===== config.mk =====
export PLATFORM = sky130hd
export DESIGN_NAME = time_keeper
export DESIGN_NICKNAME = d
export VERILOG_FILES = /design/src/rtl/time_keeper.sv
export SDC_FILE = /design/constraint.sdc
export NUM_CORES = 1
export LEC_CHECK = 0
export CORE_MARGIN = 4
export CORE_UTILIZATION = 40
export DETAILED_ROUTE_END_ITERATION = 10
export PLACE_DENSITY_LB_ADDON = 0.12
export SLEW_MARGIN = 5
export SYNTH_ARGS = -nofsm -noshare
export SYNTH_HDL_FRONTEND = slang
export SYNTH_SLANG_ARGS = --single-unit

===== constraint.sdc =====
create_clock -name clk -period 4.4 [get_ports clk]
set_clock_uncertainty 0.15 [all_clocks]
set_input_delay 0.44 -clock clk [delete_from_list [all_inputs] [get_ports clk]]
set_output_delay 0.44 -clock clk [all_outputs]
set_load 0.005 [all_outputs]

===== src/rtl/time_keeper.sv =====
// Purpose : real-time BCD clock (HH:MM:SS) with set mode and a once-per-minute strobe.
// Latency : digits and minTick are registered; they update on the clk edge that ends a second or sees a button edge.
// Backpressure: none; the counter free-runs and consumers sample the outputs whenever they like.
//
// Ports:
//   clk, resetN          - clock (rising edge) and asynchronous active-low reset
//   setMode              - 1 holds time (seconds cleared, prescaler frozen) and enables the buttons
//   incMin, incHour      - level buttons; each rising edge bumps minutes/hours while setMode=1
//   curSec0..curHour1    - BCD digits of the current time
//   minTick              - one-cycle pulse in the first cycle a new minute value is visible
//   pm                   - afternoon flag, only with TIME12H_EN defined
// Build option: define TIME12H_EN for 12-hour hour digits plus the pm port; default is 24-hour.
module time_keeper #(
    parameter int TICKS_PER_SEC = 1000
) (
    input  logic       clk,
    input  logic       resetN,
    input  logic       setMode,
    input  logic       incMin,
    input  logic       incHour,
    output logic [3:0] curSec0,
    output logic [3:0] curSec1,
    output logic [3:0] curMin0,
    output logic [3:0] curMin1,
    output logic [3:0] curHour0,
    output logic [3:0] curHour1,
    output logic       minTick
`ifdef TIME12H_EN
    ,
    output logic       pm
`endif
);

    localparam int PW = (TICKS_PER_SEC > 1) ? $clog2(TICKS_PER_SEC) : 1;
    localparam logic [PW-1:0] LAST_TICK = PW'(TICKS_PER_SEC - 1);

    // Time held as packed BCD pairs: [7:4] tens, [3:0] units. Hours count 00-23.
    logic [7:0]    sec, secNext;
    logic [7:0]    min, minNext;
    logic [7:0]    hour, hourNext;
    logic [PW-1:0] presc;
    logic          incMinPrev, incHourPrev;
    logic          minChange;
    logic          secTick;
    logic          minEdge, hourEdge;

    // BCD increment of a 00-59 pair, wrapping 59 -> 00.
    function automatic logic [7:0] incMod60(input logic [7:0] v);
        if (v == 8'h59)
            return 8'h00;
        else if (v[3:0] == 4'd9)
            return {v[7:4] + 4'd1, 4'h0};
        else
            return {v[7:4], v[3:0] + 4'd1};
    endfunction

    // BCD increment of a 00-23 pair, wrapping 23 -> 00.
    function automatic logic [7:0] incMod24(input logic [7:0] v);
        if (v == 8'h23)
            return 8'h00;
        else if (v[3:0] == 4'd9)
            return {v[7:4] + 4'd1, 4'h0};
        else
            return {v[7:4], v[3:0] + 4'd1};
    endfunction

    assign secTick  = !setMode && (presc == LAST_TICK);
    assign minEdge  = incMin & ~incMinPrev;
    assign hourEdge = incHour & ~incHourPrev;

    // All carries are resolved here so every digit moves on the same edge;
    // a value like 23:60 never reaches the registers.
    always_comb begin
        secNext   = sec;
        minNext   = min;
        hourNext  = hour;
        minChange = 1'b0;
        if (setMode) begin
            secNext = 8'h00;
            // Set-mode minute wrap deliberately does not carry into hours.
            if (minEdge) begin
                minNext   = incMod60(min);
                minChange = 1'b1;
            end
            if (hourEdge)
                hourNext = incMod24(hour);
        end else if (secTick) begin
            secNext = incMod60(sec);
            if (sec == 8'h59) begin
                minNext   = incMod60(min);
                minChange = 1'b1;
                if (min == 8'h59)
                    hourNext = incMod24(hour);
            end
        end
    end

    always_ff @(posedge clk or negedge resetN) begin
        if (!resetN) begin
            presc       <= '0;
            sec         <= 8'h00;
            min         <= 8'h00;
            hour        <= 8'h00;
            minTick     <= 1'b0;
            incMinPrev  <= 1'b0;
            incHourPrev <= 1'b0;
        end else begin
            // Held at 0 in set mode so the first second after leaving it is a full one.
            if (setMode || presc == LAST_TICK)
                presc <= '0;
            else
                presc <= presc + 1'b1;
            sec         <= secNext;
            min         <= minNext;
            hour        <= hourNext;
            minTick     <= minChange;
            // Tracked in every mode so a button already held when set mode starts is not an edge.
            incMinPrev  <= incMin;
            incHourPrev <= incHour;
        end
    end

    assign curSec0 = sec[3:0];
    assign curSec1 = sec[7:4];
    assign curMin0 = min[3:0];
    assign curMin1 = min[7:4];

`ifdef TIME12H_EN
    logic [7:0] hourDisp;
    logic       pmFlag;

    // 00 shows as 12 AM, 12 as 12 PM, 13-23 as 01-11 PM; counting itself stays 24-hour.
    always_comb begin
        hourDisp = hour;
        pmFlag   = 1'b0;
        case (hour)
            8'h00: hourDisp = 8'h12;
            8'h12: pmFlag = 1'b1;
            8'h13, 8'h14, 8'h15, 8'h16, 8'h17, 8'h18, 8'h19: begin
                hourDisp = {4'h0, hour[3:0] - 4'd2};
                pmFlag   = 1'b1;
            end
            8'h20, 8'h21: begin
                hourDisp = {4'h0, hour[3:0] + 4'd8};
                pmFlag   = 1'b1;
            end
            8'h22, 8'h23: begin
                hourDisp = {4'h1, hour[3:0] - 4'd2};
                pmFlag   = 1'b1;
            end
            default: ;
        endcase
    end

    assign curHour0 = hourDisp[3:0];
    assign curHour1 = hourDisp[7:4];
    assign pm       = pmFlag;
`else
    assign curHour0 = hour[3:0];
    assign curHour1 = hour[7:4];
`endif

endmodule


### Word-level counts from Yosys, hierarchy flattened

Cells that the tools add are included.

* multiplexer cells: 22
* shift operators: 0
* $add $sub $neg: 7
* bitwise operators: 4
* multiply operators: 0
* equal/unequal tests: 9
* magnitude comparators: 0
* reductions and logical operators: 10
* div/mod/pow operators: 0

Operator list (count)
* 8-bit 2-to-1 mux: 17
* 4-bit by 1-bit adder with 4-bit output (second input constant): 6
* 8-bit by 7-bit == test with 1-bit output (second input constant): 2
* 4-bit == test (second input constant): 3
* 10-bit by 1-bit adder with 10-bit output (second input constant): 1
* 10-bit == test (second input constant): 1
* 10-bit 2-to-1 mux: 1
* 8-bit by 6-bit == test with 1-bit output (second input constant): 1
* 2-bit nonzero test: 3
* 1-bit 2-to-1 mux: 4
* 2-bit by 1-bit != test with 1-bit output (second input constant): 2
* 4-bit AND reduction: 1
* 3-bit AND reduction: 1
* 3-bit nonzero test: 1
* 1-bit bitwise AND: 2
* 1-bit inverter: 2
* 2-bit AND reduction: 1
* 1-bit logical AND: 1
* 1-bit logical NOT: 1
* 1-bit logical OR: 1

* bits in latches: 0
* memories kept: 0
* memory bits (read-only): 0
* flip-flop bits (word level): 37
* memory bits (writable): 0
* input bits: 5
* output and inout port bits: 25

### Longest topological paths before layout

* depth after elaboration: 7
* gate-level depth with buffers: 9
* depth with buffers taken out: 8

### Least setup slack after synthesis

No wires, ideal clock.

* path type: reg2reg
* from: register sec[0]
* to: register min[4]
* stages on the path, launching flop included: 9
* period minus slack after synthesis: 2126 ps
* data arrival time: 1849 ps
* path buffers: 1
* path slack: 2274 ps
* cell sequence: dfrtp_1 -> ha_1 -> and3b_1 -> clkbuf_1 -> nor4b_4 -> a21oi_2 -> inv_2 -> nand2_1 -> mux2_1

* cells in the longest elaborated chain, start to end: 3

Ends and longest elaborated chain
* start, declared: line 38 `logic [7:0] sec, secNext;`
* start signal, assigned: line 113 `sec <= secNext;`
* 8-bit by 7-bit == test with 1-bit output: line 89 `if (sec == 8'h59) begin`
* 2-bit nonzero test (no source line)
* 3-bit AND reduction (no source line)
* end signal, assigned: line 114 `min <= minNext;`
* end, declared: line 39 `logic [7:0] min, minNext;`

Every way passes these cells.
A chain may end at the register's enable or synchronous reset.

### Worst setup path after layout

* from: input port setMode
* to: register min[5]

* cells in the longest elaborated chain, start to end: 4
* elaborated cells between the ends (all ways): 7

Ends and longest elaborated chain
* start, declared: line 18 `input logic setMode,`
* 1-bit logical NOT: line 67 `assign secTick = !setMode && (presc == LAST_TICK);`
* 1-bit logical AND: line 67
* 2-bit nonzero test (no source line)
* 3-bit AND reduction (no source line)

Several ways; a longest one is shown, not always the timed one.

==> out/results.ini <==
[run_status]
status = finished clean

[grt]
antenna_found_initial = 0
grt_pass1_vias = 1452
grt_use_total_pct = 14.3
grt_max_degree = 38
grt_overflow = 0
grt_pass1_wl_um = 6970

[logic_synthesis]
syn_nets = 212
synthTopCellsByCount = dfrtp_1, nor2_1, ha_1, nand2_1
synth_edf_count = 0
yosys_warnings = 0
netlist.area_leader.share_pct = 47.5
synthArstFlopShare_pct = 100
avgSynthCellArea_um2 = 10.1
ys_top_cells_by_area = dfrtp_1, ha_1, nand3_1
ys_seq_elements = 37
synth-seq-area-share_pct = 47.5
synthCells = 194
synth_ff_type = dfrtp_1
synth_top_area_cell = dfrtp_1
synth.most_common_cell = dfrtp_1
syn-cell-area_mm2 = 0.00195
synth_cell_type_count = 43

[cts]
htreeDepth = 2
postCtsSetupBuffers = 0
clk_pin_slew_ns = 0.07
tritoncts = built
cts_buffer_depth = 2
ctsResizeCount = 0
cts-buffers-inserted = 5
cts_hold_buf = 0
clock-root-buffer = clkbuf_8
clkSinkCount = 37
clkLatencyLatePin_ns = 0.29

[sta]
rsz0062_at_grt = no
timing.fmax_mhz = 399
relSlewSlack_pct = 66.0
hold_violations = 0
slew_violations = 0
fin_crit_sh_pct = 56.9
setup_violations = 0
tightest_slew_ns = 0.505
fin_hold_ws_ns = 0.316
fin_tns_setup_ns = 0
final.min_clock_period_ns = 2.51

[setup_path]
critPathKind = in2reg
r2r-end = hour[5]
crit_cells = 7
path_cells = clkdlybuf4s50_1 -> inv_1 -> and2_1 -> a21oi_2 -> inv_2 -> nand2_1 -> mux2_1
cp.required_ns = 4.42
critical_path.max_fanout = 13
critPathBufInv = 3
ff2ff_path_depth = 6
slowest_stage = clkdlybuf4s50_1
end_kind = register
r2r-start = hour[0]
r2r_slack_ns = 2.01
crit_arrival_ns = 2.52
critPathTopFamily = buffers and inverters
start_kind = input pin
cp-endpoint = min[5]
critical-path-max-stage-delay_ns = 0.77
cp-startpoint = setMode

[pwr]
p_leak_nw = 1.04
power_density_mw_per_mm2 = 408
ir_worst_vdd_mv = 0.212

[route]
vias = 1531
first_iter_violations = 92
via_per_inst = 5.21
wl_per_cell_um = 13.7
first_pass_iters = 4
drt-total-wl_um = 4020
drcViolationCount = 0
postRouteAntennaNets = 0

[hold_path]
min_path_type = reg2reg

[floorplanning]
die-area_mm2 = 0.00606
pin_count = 30
die_h_um = 77.8
die_width_um = 77.8
core_area_mm2 = 0.00472
initial_core_util_pct = 41.3
rows = 25

[final_layout]
layout.nets = 244
drive_above_1_share_pct = 7.49
area_growth_syn_to_layout_pct = 22.8
num_antenna_cells = 0

[placed_design]
dp_hpwl_um = 2860
gp_congestion = 0.784
io_buffers = 29

[job]
max_cap_viol_count = 0

[cells by family (layout without fill, tap and decap cells)]
kind of cell	after synthesis	count (layout)	share of synthesized area, %
compound gates	33	33	10.8
xor+xnor	8	8	3.59
fa+ha+maj	13	13	8.34
buf+inv	16	49	3.14
flops	37	37	47.5
mux	3	3	1.67
simple gates	84	84	25.0
[sequential cells by signal (all words and copies together), names as in the netlist]
name and count:
presc 10, hour 8, min 8, sec 8, incHourPrev 1, incMinPrev 1, minTick 1
[final cells by class]
cell class,count,area [um^2]
Fill cell,434,2330
Multi-Input combinational cell,141,963
Sequential cell,37,926
Timing Repair Buffer,30,298
Tap cell,67,83.8
Clock buffer,6,72.6
Inverter,11,41.3
Clock inverter,2,10.0
[worst min-delay path by stage]
stage | cells past startpoint | from | slack, ns | to
floorplan | 0 | resetN | -0.006 | hour[0]
global placement | 1 | presc[0] | 0.30 | presc[0]
detailed placement | 1 | presc[0] | 0.30 | presc[0]
CTS | 1 | presc[0] | 0.32 | presc[0]
global route | 1 | presc[0] | 0.33 | presc[0]
finish | 1 | presc[0] | 0.32 | presc[0]
[worst reg2reg max path: stages (launching register included)]
cell and delay, ns:
dfrtp_1 0.45, ha_1 0.17, inv_1 0.05, or4b_2 0.61
o31ai_1 0.46, nor2b_1 0.26, o32ai_1 0.12
[where the power goes]
group	switching, mW	internal (mW)
Clock	0.124	0.110
Combinational	0.112	0.163
Sequential	0.0726	0.397
Total	0.309	0.670
[through the flow]
step | worst slack [ns] | utilization [%] | area [um^2] | power (mW) | instances
after CTS | 1.89 | 50.7 | 2390 | 0.995 | 294
after floorplan | 2.27 | - | 1950 | 0.591 | 194
after detailed placement | 1.58 | 49.0 | 2310 | 0.756 | 286
after global routing | 1.74 | 50.7 | 2390 | 1.05 | 294
after global placement | 1.67 | 49.0 | 2310 | 0.742 | 286
final | 1.89 | 50.7 | 2390 | 0.978 | 294
[placed cells by master, fill, tap and decap left out, types with 2 or more instances in the layout]
master,n
ha_1,13
o31ai_1,3
xnor2_1,3
a21o_1,2
nor2_1,16
nand4_1,3
clkinv_2,2
o21ai_0,12
nand2_1,13
clkbuf_8,5
mux2_1,2
or3_1,9
nand3_1,12
and3b_1,3
inv_1,10
and2_1,2
dfrtp_1,37
nor2b_1,4
nor3_1,7
xor2_1,5
a21oi_1,9
or4_1,3
clkdlybuf4s50_1,29
[metal layers]
metal / up-vias / share of wire [%] / wire length (um) / global-route usage (%)
met1: 751 / 48 / 1940 / 18.9
met5: - / 0 / 0 / 0
met3: 5 / 3.7 / 150 / 3.60
met2: 25 / 47 / 1880 / 22.9
met4: 0 / 1.2 / 48 / 4.27
li1: 750 / - / - / -
No activity file was read; power rests on OpenSTA's default activity.
